File: config.mk
export PLATFORM = sky130hd
export DESIGN_NAME = motor_uart_rx
export DESIGN_NICKNAME = d
export VERILOG_FILES = /design/src/rtl/motor_uart_pkg.sv /design/src/rtl/uart_rx_byte.sv /design/src/rtl/motor_uart_rx.sv
export SDC_FILE = /design/constraint.sdc
export NUM_CORES = 1
export LEC_CHECK = 0
export BUFFER_PORTS_ARGS = -buffer_cell sky130_fd_sc_hd__buf_4
export CAP_MARGIN = 15
export CORE_MARGIN = 1
export CORE_UTILIZATION = 65
export CTS_CLUSTER_DIAMETER = 40
export DETAILED_ROUTE_END_ITERATION = 7
export PLACE_DENSITY = 0.84
export SLEW_MARGIN = 15
export SYNTH_ARGS = -nofsm -noshare
export SYNTH_HDL_FRONTEND = slang
export SYNTH_SLANG_ARGS = --single-unit
File: constraint.sdc
create_clock -name clk -period 4.5 [get_ports clk]
set_input_delay 0.675 -clock clk [delete_from_list [all_inputs] [get_ports clk]]
set_output_delay 0.675 -clock clk [all_outputs]
set_load 0.03 [all_outputs]
File: src/rtl/motor_uart_pkg.sv
// Shared constants and state encodings for the robot-base feedback receiver.
package motor_uart_pkg;

   localparam logic [7:0] HDR0_BYTE = 8'hAA;
   localparam logic [7:0] HDR1_BYTE = 8'h55;

   typedef enum logic [2:0] {
      P_HDR0,
      P_HDR1,
      P_LEN,
      P_PAYLOAD,
      P_CSUM
   } parser_state_t;

   typedef enum logic [1:0] {
      RX_IDLE,
      RX_START,
      RX_DATA,
      RX_STOP
   } rx_state_t;

endpackage

File: src/rtl/uart_rx_byte.sv
// 8N1 byte receiver with input synchroniser; one-cycle byte_valid/frame_err strobes.
module uart_rx_byte
   import motor_uart_pkg::*;
#(
   parameter int unsigned CLKS_PER_BIT = 434
) (
   input  logic       clk,
   input  logic       rst_n,
   input  logic       rx,
   output logic [7:0] byte_data,
   output logic       byte_valid,
   output logic       frame_err
);

   localparam int unsigned BAUD_W = $clog2(CLKS_PER_BIT);
   localparam int unsigned HALF   = CLKS_PER_BIT / 2;

   rx_state_t         state, state_n;
   logic [1:0]        sync_q;
   logic              rx_s, rx_prev;
   logic [BAUD_W-1:0] baud_cnt;
   logic [2:0]        bit_cnt;
   logic [7:0]        shift;
   logic              tick;

   assign rx_s = sync_q[1];

   always_comb begin
      tick    = 1'b0;
      state_n = state;
      case (state)
         RX_IDLE:  if (rx_prev && !rx_s) state_n = RX_START;
         RX_START: begin
            tick = (baud_cnt == BAUD_W'(HALF - 1));
            if (tick) state_n = rx_s ? RX_IDLE : RX_DATA;
         end
         RX_DATA: begin
            tick = (baud_cnt == BAUD_W'(CLKS_PER_BIT - 1));
            if (tick && bit_cnt == 3'd7) state_n = RX_STOP;
         end
         RX_STOP: begin
            tick = (baud_cnt == BAUD_W'(CLKS_PER_BIT - 1));
            if (tick) state_n = RX_IDLE;
         end
         default: state_n = RX_IDLE;
      endcase
   end

   always_ff @(posedge clk or negedge rst_n) begin
      if (!rst_n) begin
         state      <= RX_IDLE;
         sync_q     <= '1;
         rx_prev    <= 1'b1;
         baud_cnt   <= '0;
         bit_cnt    <= '0;
         shift      <= '0;
         byte_data  <= '0;
         byte_valid <= 1'b0;
         frame_err  <= 1'b0;
      end else begin
         state      <= state_n;
         sync_q     <= {sync_q[0], rx};
         rx_prev    <= rx_s;
         byte_valid <= 1'b0;
         frame_err  <= 1'b0;
         baud_cnt   <= (state == RX_IDLE || tick) ? '0 : baud_cnt + BAUD_W'(1);
         if (state == RX_START) bit_cnt <= '0;
         if (state == RX_DATA && tick) begin
            shift   <= {rx_s, shift[7:1]};
            bit_cnt <= bit_cnt + 3'd1;
         end
         if (state == RX_STOP && tick) begin
            if (rx_s) begin
               byte_data  <= shift;
               byte_valid <= 1'b1;
            end else begin
               frame_err  <= 1'b1;
            end
         end
      end
   end

endmodule

File: src/rtl/motor_uart_rx.sv
// Feedback packet receiver: AA 55 LEN payload CSUM framing, checksum check, status latch.
module motor_uart_rx
   import motor_uart_pkg::*;
#(
   parameter int unsigned CLKS_PER_BIT = 434,
   parameter int unsigned MAX_LEN      = 16,
   parameter int unsigned TIMEOUT_CLKS = 50000
) (
   input  logic       clk,
   input  logic       rst_n,
   input  logic       uart_in,
   output logic [7:0] payload_data,
   output logic       payload_valid,
   output logic       pkt_ok,
   output logic       pkt_err,
   output logic [7:0] status,
   output logic       status_valid
);

   localparam int unsigned CNT_W = $clog2(MAX_LEN + 1);
   localparam int unsigned TMR_W = $clog2(TIMEOUT_CLKS + 1);

   logic [7:0]       byte_data;
   logic             byte_valid, frame_err;
   parser_state_t    state, state_n;
   logic [CNT_W-1:0] cnt;
   logic [7:0]       acc, first_byte;
   logic             first_pending;
   logic [TMR_W-1:0] timer;
   logic             in_pkt, timeout, abort, ok_set, err_set;

   uart_rx_byte #(.CLKS_PER_BIT(CLKS_PER_BIT)) u_rx (
      .clk        (clk),
      .rst_n      (rst_n),
      .rx         (uart_in),
      .byte_data  (byte_data),
      .byte_valid (byte_valid),
      .frame_err  (frame_err)
   );

   // Timer is loaded with 1 on each byte so pkt_err lands exactly TIMEOUT_CLKS after the strobe.
   always_comb begin
      in_pkt  = (state == P_LEN) || (state == P_PAYLOAD) || (state == P_CSUM);
      timeout = in_pkt && (timer == TMR_W'(TIMEOUT_CLKS - 1));
      abort   = in_pkt && (frame_err || timeout);
      state_n = state;
      ok_set  = 1'b0;
      err_set = abort;
      if (abort) begin
         state_n = P_HDR0;
      end else if (byte_valid) begin
         case (state)
            P_HDR0: if (byte_data == HDR0_BYTE) state_n = P_HDR1;
            P_HDR1: begin
               if (byte_data == HDR1_BYTE)      state_n = P_LEN;
               else if (byte_data != HDR0_BYTE) state_n = P_HDR0;
            end
            P_LEN: begin
               if (byte_data == 8'd0 || 32'(byte_data) > MAX_LEN) begin
                  err_set = 1'b1;
                  state_n = P_HDR0;
               end else begin
                  state_n = P_PAYLOAD;
               end
            end
            P_PAYLOAD: if (cnt == CNT_W'(1)) state_n = P_CSUM;
            P_CSUM: begin
               if (byte_data == acc) ok_set = 1'b1;
               else                  err_set = 1'b1;
               state_n = P_HDR0;
            end
            default: state_n = P_HDR0;
         endcase
      end
   end

   assign payload_valid = byte_valid && (state == P_PAYLOAD) && !abort;
   assign payload_data  = payload_valid ? byte_data : '0;

   always_ff @(posedge clk or negedge rst_n) begin
      if (!rst_n) state <= P_HDR0;
      else        state <= state_n;
   end

   always_ff @(posedge clk or negedge rst_n) begin
      if (!rst_n) begin
         cnt           <= '0;
         acc           <= '0;
         first_byte    <= '0;
         first_pending <= 1'b0;
         timer         <= '0;
         pkt_ok        <= 1'b0;
         pkt_err       <= 1'b0;
         status        <= '0;
         status_valid  <= 1'b0;
      end else begin
         pkt_ok  <= ok_set;
         pkt_err <= err_set;
         if (byte_valid)  timer <= TMR_W'(1);
         else if (in_pkt) timer <= timer + TMR_W'(1);
         else             timer <= '0;
         if (state == P_LEN && byte_valid && !abort) begin
            cnt           <= CNT_W'(byte_data);
            acc           <= byte_data;
            first_pending <= 1'b1;
         end
         if (payload_valid) begin
            cnt           <= cnt - CNT_W'(1);
            acc           <= acc ^ byte_data;
            first_pending <= 1'b0;
            if (first_pending) first_byte <= byte_data;
         end
         if (ok_set) begin
            status       <= first_byte;
            status_valid <= 1'b1;
         end
      end
   end

endmodule

# After elaboration in Yosys (flattened, before gate mapping)
# Cells that the tools add are included.
dict set report word_totals {
  regBits 87
  output_inout_bits 20
  input_bits 3
  elab_cells 116
}
dict set report op_classes {
  n_lt_le_gt_ge 1
  addsub 4
  n_mux 40
  n_eq_ne 23
  reduce_logical 28
  n_bitwise 1
}
# op n
set op_table {}
lappend op_table {{2-to-1 mux 16 bit} 2}
lappend op_table {{2-to-1 mux 3 bit} 8}
lappend op_table {{2-to-1 mux 8 bit} 3}
lappend op_table {{adder 16 x 1 -> 16 bit (second input constant)} 1}
lappend op_table {{== test 16 bit (second input constant)} 1}
lappend op_table {{2-to-1 mux 1 bit} 14}
lappend op_table {{2-to-1 mux 2 bit} 6}
lappend op_table {{one-hot mux 3 bit (4 select lines)} 1}
lappend op_table {{logical AND 1 bit} 10}
lappend op_table {{2-to-1 mux 5 bit} 2}
lappend op_table {{adder 9 x 1 -> 9 bit (second input constant)} 1}
lappend op_table {{== test 9 x 8 -> 1 bit (second input constant)} 1}
lappend op_table {{== test 9 bit (second input constant)} 1}
lappend op_table {{2-to-1 mux 9 bit} 1}
lappend op_table {{== test 8 x 7 -> 1 bit (second input constant)} 1}
lappend op_table {{== test 8 bit} 1}
lappend op_table {{== test 8 bit (second input constant)} 1}
lappend op_table {{> comparator 8 x 5 -> 1 bit (second input constant)} 1}
lappend op_table {{zero test 8 bit} 1}
lappend op_table {{!= test 2 x 1 -> 1 bit (second input constant)} 4}
lappend op_table {{!= test 8 bit (second input constant)} 1}
lappend op_table {{one-hot mux 2 bit (4 select lines)} 1}
lappend op_table {{AND reduction 4 bit} 2}
lappend op_table {{bitwise XOR 8 bit} 1}
lappend op_table {{other kinds (19)} 31}

# Depth between registers and ports, before layout
# Gate-level depths: netlist of run 1.
dict set report depth {
  depth_word 10
  depth_mapped 8
  ltp_nobuf 7
}

# Modules after synthesis
# A second synthesis of run 1 with hierarchy kept.
dict set report hier_totals {
  cells_unflattened 395
  area_unflattened_um2 4453.0
}
# module n_inst cells_each area_each_um2 seq_area_each_um2
set modules_own_cells {}
lappend modules_own_cells {motor_uart_rx 1 270 2830.2 1301.2}
lappend modules_own_cells {uart_rx_byte 1 125 1622.8 879.6}

# Worst setup path after synthesis of run 1
# OpenSTA, ideal clock, no wires.
dict set report synth_timing {
  path_kind {register to output}
  startpoint {reg timer[0]}
  endpoint {out payload_data[0]}
  arrival_time_ns 2.181
  stages_incl_launch_ff 7
  required_time_ns 3.825
  n_path_buf 1
  path_slack_ns 1.644
  cell_sequence {dfrtp_1 > ha_1 > and3_1 > and4_1 > buf_6 > nor4b_4 > and2_1}
}
dict set report synth_via {
  elab_chain_len 7
}
# item line
set synth_lines {}
lappend synth_lines {{start: declaration} motor_uart_rx.sv:29} ;# logic [TMR_W-1:0] timer;
lappend synth_lines {{start signal: assignment} motor_uart_rx.sv:100} ;# else if (in_pkt) timer <= timer + TMR_W'(1);
lappend synth_lines {{== test 16 bit} motor_uart_rx.sv:44} ;# timeout = in_pkt && (timer == TMR_W'(TIMEOUT_CLKS - 1));
lappend synth_lines {{logical AND 1 bit} motor_uart_rx.sv:44}
lappend synth_lines {{logical OR 1 bit} motor_uart_rx.sv:45} ;# abort = in_pkt && (frame_err || timeout);
lappend synth_lines {{logical AND 1 bit} motor_uart_rx.sv:45}
lappend synth_lines {{zero test 1 bit} motor_uart_rx.sv:77} ;# assign payload_valid = byte_valid && (state == P_PAYLOAD) && !abort;
lappend synth_lines {{logical AND 1 bit} motor_uart_rx.sv:77}
lappend synth_lines {{named net payload_valid} motor_uart_rx.sv:13} ;# output logic payload_valid,
lappend synth_lines {{2-to-1 mux 8 bit} motor_uart_rx.sv:78} ;# assign payload_data = payload_valid ? byte_data : '0;
lappend synth_lines {{end: declaration} motor_uart_rx.sv:12} ;# output logic [7:0] payload_data,
# The timed path passes the listed nets, and every way through them passes these cells.

# Worst setup path in the final report of run 1
dict set report layout_timing {
  startpoint {reg timer[0]}
  endpoint {out payload_data[7]}
}
dict set report layout_via {
  elab_chain_len 7
}
# item line
set layout_lines {}
lappend layout_lines {{== test 16 bit} motor_uart_rx.sv:44}
lappend layout_lines {{logical AND 1 bit} motor_uart_rx.sv:44}
lappend layout_lines {{logical OR 1 bit} motor_uart_rx.sv:45}
lappend layout_lines {{logical AND 1 bit} motor_uart_rx.sv:45}
lappend layout_lines {{zero test 1 bit} motor_uart_rx.sv:77}
lappend layout_lines {{logical AND 1 bit} motor_uart_rx.sv:77}
lappend layout_lines {{2-to-1 mux 8 bit} motor_uart_rx.sv:78}
# No other way between the ends.

==> out/qor.tcl, run 1 <==
set qor(synth-edff-count) 0
set qor(place.gp.congestion) 0.8353
set qor(final-max-slew-violation-count) 0
set qor(std_cell_rows) 29
set qor(ant_nets) 0
set qor(max_clock_freq_mhz) 320.6
set qor(nFillCells) 421
set qor(cts_tree) {yes}
set qor(first_global_vias) 2978
set qor(critical_path_arrival_ns) 2.44
set qor(timing.final.crit_period_ns) 3.119
set qor(globalRoute.totalOverflow) 0
set qor(detail_route.drc_violations) 11
set qor(fp.coreArea_sq_um) 6422
set qor(routed_via_density) 6.110
set qor(wire_per_inst_um) 16.41
set qor(result_of_the_run) {complete, but fails checks}
set qor(cp.required_ns) 3.83
set qor(worst_setup_path_start_kind) {flop}
set qor(cpMaxStageDelayCell) {nor4b_4}
set qor(min_path_type) {primary input to async pin}
set qor(clock_latency_ns) 0.37
set qor(stdcell_count) 501
set qor(layout-area-overhead-vs-synth_pct) 8.355
set qor(final_nets) 430
set qor(yosys_most_used_dff) {dfrtp_1}
set qor(critical_path.reg2reg.startpoint) {timer[0]}
set qor(detailedRoute.firstPassIterationCount) 7
set qor(per_instance_average_area_after_synthesis_sq_um) 10.81
set qor(biggest_area_consumer_among_synthesized_cells) {dfrtp_1}
set qor(pwr-share-seq_pct) 55.9
set qor(grt_max_degree) 56
set qor(ys_ff_latch) 87
set qor(worst_slew_pin_slew_ns) 0.7032
set qor(max_cap_violations) 0
set qor(initialDrtViolationCount) 321
set qor(synth_most_common_cell) {dfrtp_1}
set qor(critical_path_depth) 6
set qor(pwr_density_nw_per_um2) 330.7
set qor(ys_top_cells_by_area) {dfrtp_1 48%, mux2_4 5.5%, mux2_2 4.4%}
set qor(number_of_buffers_created_by_cts) 9
set qor(setup.worst_path.class) {flop to primary output}
set qor(top_cells_by_instance_count_after_synthesis) {84 x dfrtp_1, 47 x nor2_1, 24 x nand2_1}
set qor(timing_hold_violations_final) 0
set qor(grt_antenna_before_repair) 0
set qor(timing.slew.headroom_pct) 52.73
set qor(internal_power_consumption_w) 0.001145
set qor(grt_setup_unrepaired) {no}
set qor(failed_checks) {DRC}
set qor(timing.critical_path.buf_inv) 1
set qor(power.ir.vdd_worst_mv) 0.3073
set qor(hold_buffers) 0
set qor(cts-htree-levels) 3
set qor(post-synth-top-area-fraction_pct) 47.90
set qor(cts_buffer_depth) 2
set qor(postSynthNetCount) 417
set qor(ctsResizeCount) 0
set qor(grt_util_all_layers_pct) 25.79
set qor(min_period_over_period_pct) 69.31
set qor(critical_path.top_delay_family) {simple AND/OR/NAND/NOR gates}
set qor(routed_wirelength_mm) 8.220
set qor(mappedNetlistArea_sq_um) 4388
set qor(dieWidth_um) 84.16
set qor(i_o_pin_total) 23
set qor(netlist_instances) 406
set qor(netlist-cell-type-count) 57
set qor(clock_power_share_pct) 36.4
set qor(fp.dieH_um) 84.16
set qor(worst-path-max-fanout) 10
set qor(clk_transition_reported_paths_ns) 0.10
set qor(input_output_buffers) 22
set qor(synth-warning-count) 0
set qor(power.share.switching_pct) 27.16
set qor(launching_element_of_the_worst_setup_path) {timer[0]}
set qor(timing.final.setup_violations) 0
set qor(routed-via-count) 3061
set qor(finClkSkew_ns) 0.01631
set qor(crit-reg2reg-capture) {status[6]}
set qor(die_area_sq_um) 7083
set qor(r2r_cells) 6
set qor(post-dp-hpwl_mm) 5.550
set qor(end_kind) {primary output}
set qor(critical_path.cell_chain) {ha_1 > and3_1 > and4_1 > nor4b_4 > and2_1 > buf_4}
set qor(total_switching_power_w) 0.0004270
set qor(static_leakage_nw) 2.206
set qor(floorplan.initialDensity_pct) 68.32
set qor(diodes) 0
set qor(synth_seq_area_share_pct) 49.70
set qor(setup.worst_path.end) {payload_data[7]}
set qor(drive_gt1_share_pct) 20.52
set qor(reg2reg_setup_slack_ns) 2.03
set qor(dp_cells) 485
set qor(asyncSetResetFlopFracSynth_pct) 100.0
set qor(max_stage_delay_ns) 0.51
set qor(share_comb_of_total_power_pct) 7.7
set qor(setup_tns_ns) 0
set qor(wire_length_of_the_first_global_routing_pass_mm) 14.28
set qor(cts-root-buf) {clkbuf_8}
set qor(post_cts_setup_buffers) 0
set qor(cts_sinks) 87
==> per-layer routing <==
| metal | vias up | track usage [%] | part of all wire, % |
|---|---|---|---|
| li1 | 1459 | - | - |
| met3 | 9 | 6.785 | 4.9 |
| met1 | 1508 | 35.05 | 45 |
| met2 | 85 | 41.28 | 49 |
| met4 | 0 | 7.524 | 1.1 |
| met5 | - | 0 | 0 |
==> how the worst min path moves through the flow <==
stage                        start              to
detailed placement  u_rx.sync_q[0]  u_rx.sync_q[1]
CTS                          rst_n          cnt[0]
global placement    u_rx.sync_q[0]  u_rx.sync_q[1]
floorplan           u_rx.sync_q[0]  u_rx.sync_q[1]
global route                 rst_n          cnt[4]
finish                       rst_n          cnt[0]
==> logic make-up (layout without fill, tap and decap cells) <==
logic type	Yosys count	count (layout)	synth area share (%)
adder cells (fa/ha/maj)	8	8	2.281
flip-flops	87	87	49.70
AO/OA/AOI/OAI	57	57	8.668
buffers and inverters	35	53	3.821
XOR/XNOR	30	30	5.988
AND/OR/NAND/NOR	154	154	19.25
multiplexers	35	35	10.29
==> power groups by stage <==
| stage | registers, W | logic (W) | clock network, W |
|---|---|---|---|
| after floorplan | 0.000869 | 0.0000982 | 0 |
| after global placement | 0.000891 | 0.000115 | 0 |
| after detailed placement | 0.000893 | 0.000123 | 0 |
| after CTS | 0.000878 | 0.000123 | 0.000584 |
| after global routing | 0.000885 | 0.000139 | 0.000624 |
| final | 0.000879 | 0.000121 | 0.000572 |
==> cell type report <==
class | count | area, sq um | share of cell area [%]
flip-flops and latches | 87 | 2181 | 45.87
multi-input cells | 284 | 2039 | 42.89
repair buffers | 23 | 172.7 | 3.632
clock buffers | 9 | 123.9 | 2.605
well taps | 77 | 96.34 | 2.026
clock inverters | 7 | 88.84 | 1.868
inverters | 14 | 52.55 | 1.105
==> per-stage QoR <==
stage / utilization (%) / instance area (sq um) / power, W / worst slack, ns / hold slack (ns)
2_1_floorplan: - / 4388 / 0.0009674 / 1.644 / 0.3452
3_3_place_gp: 70.72 / 4542 / 0.001006 / 1.823 / 0.3459
3_5_place_dp: 70.72 / 4542 / 0.001016 / 1.777 / 0.3468
5_1_grt: 74.03 / 4755 / 0.001648 / 1.214 / 0.2452
4_1_cts: 74.03 / 4755 / 0.001585 / 1.374 / 0.2401
6_report: 74.03 / 4755 / 0.001572 / 1.381 / 0.2268
==> registers in the layout, summed over array words and instances (netlist names), 2 cells and up, named ones only <==
name	cells
cnt	5
u_rx.shift	8
u_rx.baud_cnt	9
timer	16
first_byte	8
state	3
acc	8
u_rx.byte_data	8
u_rx.bit_cnt	3
status	8
u_rx.sync_q	2
==> placed cells by master, fill, tap and decap left out, types with 2 or more instances in the layout <==
cell type  count
inv_6          3
and3_1         4
o22ai_1        4
nor4bb_1       4
buf_4         23
nor4b_1        3
ha_1           8
a31oi_1        2
clkbuf_8       9
o21a_1         3
nand4b_1       2
mux2i_1        2
or4b_2         2
nand2_1       24
mux2_4        16
or2_2          2
a22oi_1        2
a21oi_1       16
nand2b_1       2
inv_1         14
nor2b_1        6
mux2_2        17
dfrtp_1       84
xor2_1        19
o21ai_0       11
nand3_1       15
xnor2_1       11
a211oi_1       5
o221a_2        2
nand4_1       10
nor2_1        47
dfstp_2        3
and2_1         9
nor3_1         7
or3_1          2
nor4_1         6
Note: power is estimated with default switching activity, not from simulation.
==> run 2: changes to the inputs <==
Settings changed: CORE_UTILIZATION 65 to 55, PLACE_DENSITY 0.84 to 0.76.
Clock period 4.5 ns to 2.85 ns, I/O delays scaled along.
==> run 2 against run 1 <==
The run now ends clean; cell count increased by 7.8%; critical endpoint is now payload_data[2]; cell area increased by 3.9%; routed wire length increased by 3.9%; critical path type unchanged.
==> out/qor.tcl, run 2 (synthesis gave the netlist of run 1 again) <==
set qor(postPlaceCellArea_sq_um) 4661 ;# was 4542 sq um
set qor(clk_transition_reported_paths_ns) 0.10 ;# about the same
set qor(drive_gt1_share_pct) 23.29 ;# was 20.52%
set qor(cp.required_ns) 2.42 ;# was 3.83 ns
set qor(die_area_sq_um) 8339 ;# was 7083 sq um
set qor(dieWidth_um) 91.32 ;# was 84.16 um
set qor(grt_antenna_before_repair) 0 ;# unchanged
set qor(result_of_the_run) {completed} ;# was complete, but fails checks
set qor(nFillCells) 615 ;# was 421
set qor(detail_route.drc_violations) 0 ;# was 11
set qor(total_switching_power_w) 0.0006555 ;# was 0.0004270 W
set qor(min_period_over_period_pct) 93.22
set qor(most_frequent_cells_in_the_layout) {84 x dfrtp_1, 47 x nor2_1, 36 x buf_4, 24 x nand2_1, 19 x xor2_1} ;# was 84 x dfrtp_1, 47 x nor2_1, 24 x nand2_1, 23 x buf_4, 19 x xor2_1
set qor(i_o_pin_total) 23 ;# unchanged
set qor(biggestRegsByFlops) {timer: 16 flops, u_rx.baud_cnt: 9 flops} ;# unchanged
set qor(critical_path.cell_chain) {nor4bb_1 > and4_4 > nor4b_4 > buf_4 > and2_1 > buf_4} ;# was ha_1 > and3_1 > and4_1 > nor4b_4 > and2_1 > buf_4
set qor(worst_slew_pin_slew_ns) 0.5968 ;# was 0.7032 ns
set qor(fp.coreArea_sq_um) 7727 ;# was 6422 sq um
set qor(number_of_buffers_created_by_cts) 9 ;# unchanged
set qor(cts_tree) {yes} ;# unchanged
set qor(wire_length_of_the_first_global_routing_pass_mm) 14.74 ;# was 14.28 mm
set qor(std_cell_rows) 32 ;# was 29
set qor(grt_util_all_layers_pct) 22.42 ;# was 25.79%
set qor(internal_power_consumption_w) 0.001977 ;# was 0.001145 W
set qor(ant_nets) 0 ;# unchanged
set qor(detailedRoute.firstPassIterationCount) 4 ;# was 7
set qor(hold_buffers) 0 ;# unchanged
set qor(initialDrtViolationCount) 145 ;# was 321
set qor(post-layout-total-power_w) 0.002633 ;# was 0.001572 W
set qor(input_output_buffers) 22 ;# unchanged
set qor(cts_sinks) 87 ;# unchanged
set qor(power.share.switching_pct) 24.90 ;# was 27.16%
set qor(finClkSkew_ns) 0.01134 ;# was 0.01631 ns
set qor(floorplan.initialDensity_pct) 56.78 ;# was 68.32%
set qor(worst-path-max-fanout) 7 ;# was 10
set qor(layout-area-overhead-vs-synth_pct) 12.60 ;# was 8.355%
set qor(post-dp-hpwl_mm) 5.929 ;# was 5.550 mm
set qor(max_cap_violations) 0 ;# unchanged
set qor(first_global_vias) 2996 ;# was 2978
set qor(timing.slew.headroom_pct) 59.66 ;# was 52.73%
set qor(share_comb_of_total_power_pct) 7.1 ;# was 7.7%
set qor(routed-via-count) 3067 ;# was 3061
set qor(grt_max_degree) 51 ;# was 56
set qor(final_cell_utilization_of_the_core_pct) 63.94 ;# was 74.03%
set qor(layout.cells.most_common) {dfrtp_1} ;# unchanged
set qor(final_critical_path_setup_slack_ns) 0.1932 ;# was 1.381 ns
set qor(cpMaxStageDelayCell) {nor4bb_1} ;# was nor4b_4
set qor(largest_register_ffs) 16 ;# unchanged
set qor(critical-path-top-cell-by-count) {buf_4}
set qor(final-max-slew-violation-count) 0 ;# unchanged
set qor(routed_via_density) 5.680 ;# was 6.110
set qor(final_nets) 444 ;# was 430
set qor(grt_setup_unrepaired) {no} ;# unchanged
set qor(diodes) 0 ;# unchanged
set qor(routed_wirelength_mm) 8.543 ;# was 8.220 mm
set qor(power.ir.vdd_worst_mv) 0.3731 ;# was 0.3073 mV
set qor(clock_latency_ns) 0.36 ;# was 0.37 ns
set qor(max_stage_delay_ns) 0.47 ;# was 0.51 ns
set qor(pwr-share-seq_pct) 52.6 ;# was 55.9%
set qor(pwr_density_nw_per_um2) 532.8 ;# was 330.7 nW/um^2
set qor(largest_register) {timer} ;# unchanged
set qor(clock_power_share_pct) 40.4 ;# was 36.4%
set qor(setup_tns_ns) 0 ;# unchanged
set qor(place.gp.congestion) 0.8664 ;# was 0.8353
set qor(cts-root-buf) {clkbuf_8} ;# unchanged
set qor(fp.dieH_um) 91.32 ;# was 84.16 um
set qor(timing.final.setup_violations) 0 ;# unchanged
set qor(cts-htree-levels) 3 ;# unchanged
set qor(timing_hold_violations_final) 0 ;# unchanged
set qor(timing.final.crit_period_ns) 2.657
set qor(min_path_type) {primary input to async pin} ;# unchanged
set qor(post-place-ws_ns) 0.3413 ;# was 1.777 ns
set qor(cts_buffer_depth) 2 ;# unchanged
set qor(fin_area_sq_um) 4941 ;# was 4755 sq um
set qor(critical_path_arrival_ns) 2.23 ;# was 2.44 ns
set qor(static_leakage_nw) 2.305 ;# was 2.206 nW
set qor(worst_setup_path_start_kind) {flop} ;# unchanged
set qor(wire_per_inst_um) 15.82 ;# was 16.41 um
set qor(end_kind) {primary output} ;# unchanged
set qor(max_clock_freq_mhz) 376.4
set qor(setup.worst_path.class) {flop to primary output} ;# unchanged
set qor(globalRoute.totalOverflow) 0 ;# unchanged
## run 2: changes by cell type in the layout (fill, tap and decap cells not counted)
cell,change
clkinv_8,-1
bufinv_16,+2
clkinv_4,-1
buf_12,+1
buf_4,+13
and4_4,+1
and4_1,-1
## run 2: per-stage QoR
step / std cells / hold slack, ns
CTS: 538 / 0.04062
floorplan: 406 / 0.1319
global placement: 520 / 0.3467
finish: 540 / 0.02211
global route: 540 / 0.06630
detailed placement: 520 / 0.3472
## run 2: repair_timing
action / 4_1_cts / 5_1_grt
pin swaps: 1 / 0
resized for setup: 0 / 2
setup endpoints to repair: 8 / 8
setup buffers: 2 / 2
hold endpoints to repair: 0 / 0
## run 2: final cells by class
class / count / area (sq um) / area share [%]
Tap cell: 102 / 127.6 / 2.583
Timing Repair Buffer: 37 / 290.3 / 5.875
Inverter: 14 / 52.55 / 1.064
Multi-Input combinational cell: 284 / 2042 / 41.33
Clock buffer: 9 / 123.9 / 2.507
Sequential cell: 87 / 2181 / 44.14
Clock inverter: 7 / 123.9 / 2.507
## run 2: path summary, 6_finish.rpt
path                                   endpoint            from  cells past startpoint  slack, ns
worst max-delay path            payload_data[2]        timer[7]                      6       0.19
worst min-delay path                     cnt[1]           rst_n                      1       0.02
worst max register to register        status[2]        timer[7]                      5       0.36
worst min register to register   u_rx.sync_q[1]  u_rx.sync_q[0]                      0       0.36
max in group asynchronous             async pin           rst_n                      2       2.20
min in group clk                 u_rx.sync_q[0]         uart_in                      1       0.18
## run 2: power by group through the flow
stage / Sequential [W] / Combinational [W] / Clock [W]
detailed placement: 0.00141 / 0.000191 / 0
floorplan: 0.00137 / 0.000155 / 0
finish: 0.00138 / 0.000186 / 0.00106
CTS: 0.00138 / 0.000192 / 0.00108
global placement: 0.00141 / 0.000185 / 0
global route: 0.00140 / 0.000215 / 0.00112
## run 2: critical path: cells and delay by family, from the launching register on
kind,cells,cell delay [ns]
buffers and inverters,2,0.35
DFF,1,0.45
and+or+nand+nor,4,1.08
## run 2: routing by layer
| layer | vias to the layer above | wire [um] | global-route usage [%] |
|---|---|---|---|
| met5 | - | 0 | 0 |
| met4 | 0 | 117 | 8.069 |
| met3 | 15 | 317 | 3.350 |
| met2 | 71 | 4277 | 36.93 |
| met1 | 1499 | 3830 | 30.25 |
| li1 | 1482 | - | - |
==> run 3: changes to the inputs <==
Settings changed: REMOVE_ABC_BUFFERS set to 1, TNS_END_PERCENT set to 50.
==> run 3 against run 2 <==
Via count about the same; clock power decreased by 8%; sequential share of layout area up 0.41 points; register-to-register slack gained 0.16 ns; core utilization fell by 0.58 points; total power shrank 3.0%; setup slack got worse by 0.059 ns; routed wire length is 1.6% lower; critical endpoint is now payload_data[3]; cell area down 0.91%; highest routed layer unchanged; critical path type unchanged; die area unchanged.
==> out/qor.tcl, run 3 (synthesis gave the netlist of run 1 again) <==
set qor(max_clock_freq_mhz) 368.2 ;# was 376.4 MHz
set qor(dp_cells) 520 ;# unchanged
set qor(worst-path-max-fanout) 10 ;# was 7
set qor(grt_antenna_before_repair) 0 ;# unchanged
set qor(worst_slew_pin_slew_ns) 0.7120 ;# was 0.5968 ns
set qor(dieWidth_um) 91.32 ;# unchanged
set qor(most_frequent_cells_in_the_layout) {84 x dfrtp_1, 47 x nor2_1, 31 x buf_4, 24 x nand2_1, 19 x xor2_1} ;# was 84 x dfrtp_1, 47 x nor2_1, 36 x buf_4, 24 x nand2_1, 19 x xor2_1
set qor(detailedRoute.firstPassIterationCount) 5 ;# was 4
set qor(final_cell_utilization_of_the_core_pct) 63.36 ;# was 63.94%
set qor(drive_gt1_share_pct) 22.58 ;# was 23.29%
set qor(min_path_type) {primary input to async pin} ;# unchanged
set qor(end_kind) {primary output} ;# unchanged
set qor(result_of_the_run) {completed} ;# unchanged
set qor(final_nets) 440 ;# was 444
set qor(setup_tns_ns) 0 ;# unchanged
set qor(cts_buffer_depth) 2 ;# unchanged
set qor(power.ir.vdd_worst_mv) 0.4249 ;# was 0.3731 mV
set qor(fp.coreArea_sq_um) 7727 ;# unchanged
set qor(floorplan.initialDensity_pct) 56.78 ;# unchanged
set qor(critical_path.reg2reg.startpoint) {timer[0]} ;# was timer[7]
set qor(critical_path_arrival_ns) 2.29 ;# was 2.23 ns
set qor(post-place-ws_ns) 0.4762 ;# was 0.3413 ns
set qor(timing.final.crit_period_ns) 2.716 ;# was 2.657 ns
set qor(final-max-slew-violation-count) 0 ;# unchanged
set qor(timing_hold_violations_final) 0 ;# unchanged
set qor(max_cap_violations) 0 ;# unchanged
set qor(launching_element_of_the_worst_setup_path) {timer[0]} ;# was timer[7]
set qor(static_leakage_nw) 2.270 ;# was 2.305 nW
set qor(grt_max_degree) 88 ;# was 51
set qor(input_output_buffers) 22 ;# unchanged
set qor(cts_tree) {yes} ;# unchanged
set qor(die_area_sq_um) 8339 ;# unchanged
set qor(routed_via_density) 5.718 ;# was 5.680
set qor(routed_wirelength_mm) 8.408 ;# was 8.543 mm
set qor(setup.worst_path.class) {flop to primary output} ;# unchanged
set qor(crit-reg2reg-capture) {status[6]} ;# was status[2]
set qor(finClkSkew_ns) 0.01326 ;# was 0.01134 ns
set qor(routed-via-count) 3065 ;# was 3067
set qor(worst_setup_path_start_kind) {flop} ;# unchanged
set qor(timing.final.setup_violations) 0 ;# unchanged
set qor(reg2reg_setup_slack_ns) 0.52 ;# was 0.36 ns
set qor(fp.dieH_um) 91.32 ;# unchanged
set qor(timing.slew.headroom_pct) 51.87 ;# was 59.66%
set qor(clk_transition_reported_paths_ns) 0.09 ;# was 0.10 ns
set qor(cp.required_ns) 2.42 ;# about the same
set qor(post-dp-hpwl_mm) 5.713 ;# was 5.929 mm
set qor(cts-root-buf) {clkbuf_8} ;# unchanged
set qor(critical_path.cell_chain) {ha_1 > and3_1 > and4_2 > nor4b_4 > buf_6 > and2_1 > buf_4} ;# was nor4bb_1 > and4_4 > nor4b_4 > buf_4 > and2_1 > buf_4
set qor(std_cell_rows) 32 ;# unchanged
set qor(final_critical_path_setup_slack_ns) 0.1339 ;# was 0.1932 ns
set qor(globalRoute.totalOverflow) 0 ;# unchanged
set qor(post_cts_setup_buffers) 0 ;# was 2
set qor(cts-htree-levels) 3 ;# unchanged
set qor(biggestRegsByFlops) {timer: 16 flops, u_rx.baud_cnt: 9 flops} ;# unchanged
set qor(wire_per_inst_um) 15.69 ;# was 15.82 um
set qor(ant_nets) 0 ;# unchanged
set qor(cts_sinks) 87 ;# unchanged
set qor(diodes) 0 ;# unchanged
set qor(wire_length_of_the_first_global_routing_pass_mm) 14.63 ;# was 14.74 mm
set qor(detail_route.drc_violations) 0 ;# unchanged
set qor(r2r_cells) 6 ;# was 5
set qor(pwr_density_nw_per_um2) 521.8 ;# was 532.8 nW/um^2
set qor(number_of_buffers_created_by_cts) 9 ;# unchanged
set qor(max_stage_delay_ns) 0.43 ;# was 0.47 ns
set qor(grt_setup_unrepaired) {no} ;# unchanged
set qor(grt_util_all_layers_pct) 22.17 ;# was 22.42%
set qor(clock_latency_ns) 0.36 ;# about the same
set qor(first_global_vias) 3084 ;# was 2996
set qor(largest_register) {timer} ;# unchanged
set qor(layout.cells.most_common) {dfrtp_1} ;# unchanged
set qor(hold_buffers) 0 ;# unchanged
set qor(place.gp.congestion) 0.8620 ;# was 0.8664
set qor(i_o_pin_total) 23 ;# unchanged
set qor(ctsResizeCount) 0 ;# unchanged
set qor(initialDrtViolationCount) 166 ;# was 145
set qor(min_period_over_period_pct) 95.30 ;# was 93.22%
set qor(stdcell_count) 536 ;# was 540
set qor(cpMaxStageDelayCell) {dfrtp_1} ;# was nor4bb_1
set qor(layout-area-overhead-vs-synth_pct) 11.58 ;# was 12.60%
set qor(largest_register_ffs) 16 ;# unchanged
run 3: changes by cell type in the layout (fill, tap and decap cells not counted), sizes merged:
cell | previous run | this run
buf | 37 | 33
inv | 17 | 15
clkinvlp | 1 | 2
clkbuf | 9 | 10
clkinv | 0 | 1
bufinv | 3 | 2
run 3: routing by layer:
layer | vias to the layer above | part of all wire [%] | GRT usage [%]
li1 | 1468 | - | -
met1 | 1522 | 45 | 30.82
met2 | 61 | 50 | 34.91
met3 | 14 | 4.0 | 5.444
met4 | 0 | 1.7 | 5.820
met5 | - | 0 | 0
run 3: how the worst max path moves through the flow:
stage                                  to  cells past startpoint
final                     payload_data[3]                      7
after global routing      payload_data[3]                      7
after CTS                 payload_data[3]                      7
after detailed placement  payload_data[3]                      7
after global placement    payload_data[3]                      7
after floorplan           payload_data[0]                      5
run 3: cell type report:
cell class	instances	area, sq um
Fill cell	598	2831
Clock buffer	10	137.6
Timing Repair Buffer	33	264.0
Tap cell	102	127.6
Clock inverter	6	92.59
Inverter	14	52.55
Multi-Input combinational cell	284	2041
Sequential cell	87	2181
run 3: power by group:
part	switching [W]	leakage, nW	internal [W]
logic	0.0000973	0.974	0.0000952
registers	0.0000951	1.19	0.00129
clock network	0.000454	0.109	0.000522
run 3: critical path: cells and delay by family, from the launching register on:
family | cells | cell delay [ns]
fa+ha+maj | 1 | 0.25
flops | 1 | 0.43
simple gates | 4 | 0.90
buf+inv | 2 | 0.35
run 3: through the flow:
stage / hold WS [ns] / total power, W / instance area, sq um
CTS: 0.1072 / 0.002577 / 4891
global placement: 0.3460 / 0.001590 / 4661
floorplan: 0.1319 / 0.001524 / 4273
finish: 0.05342 / 0.002555 / 4896
global route: 0.1199 / 0.002656 / 4896
detailed placement: 0.3478 / 0.001605 / 4661
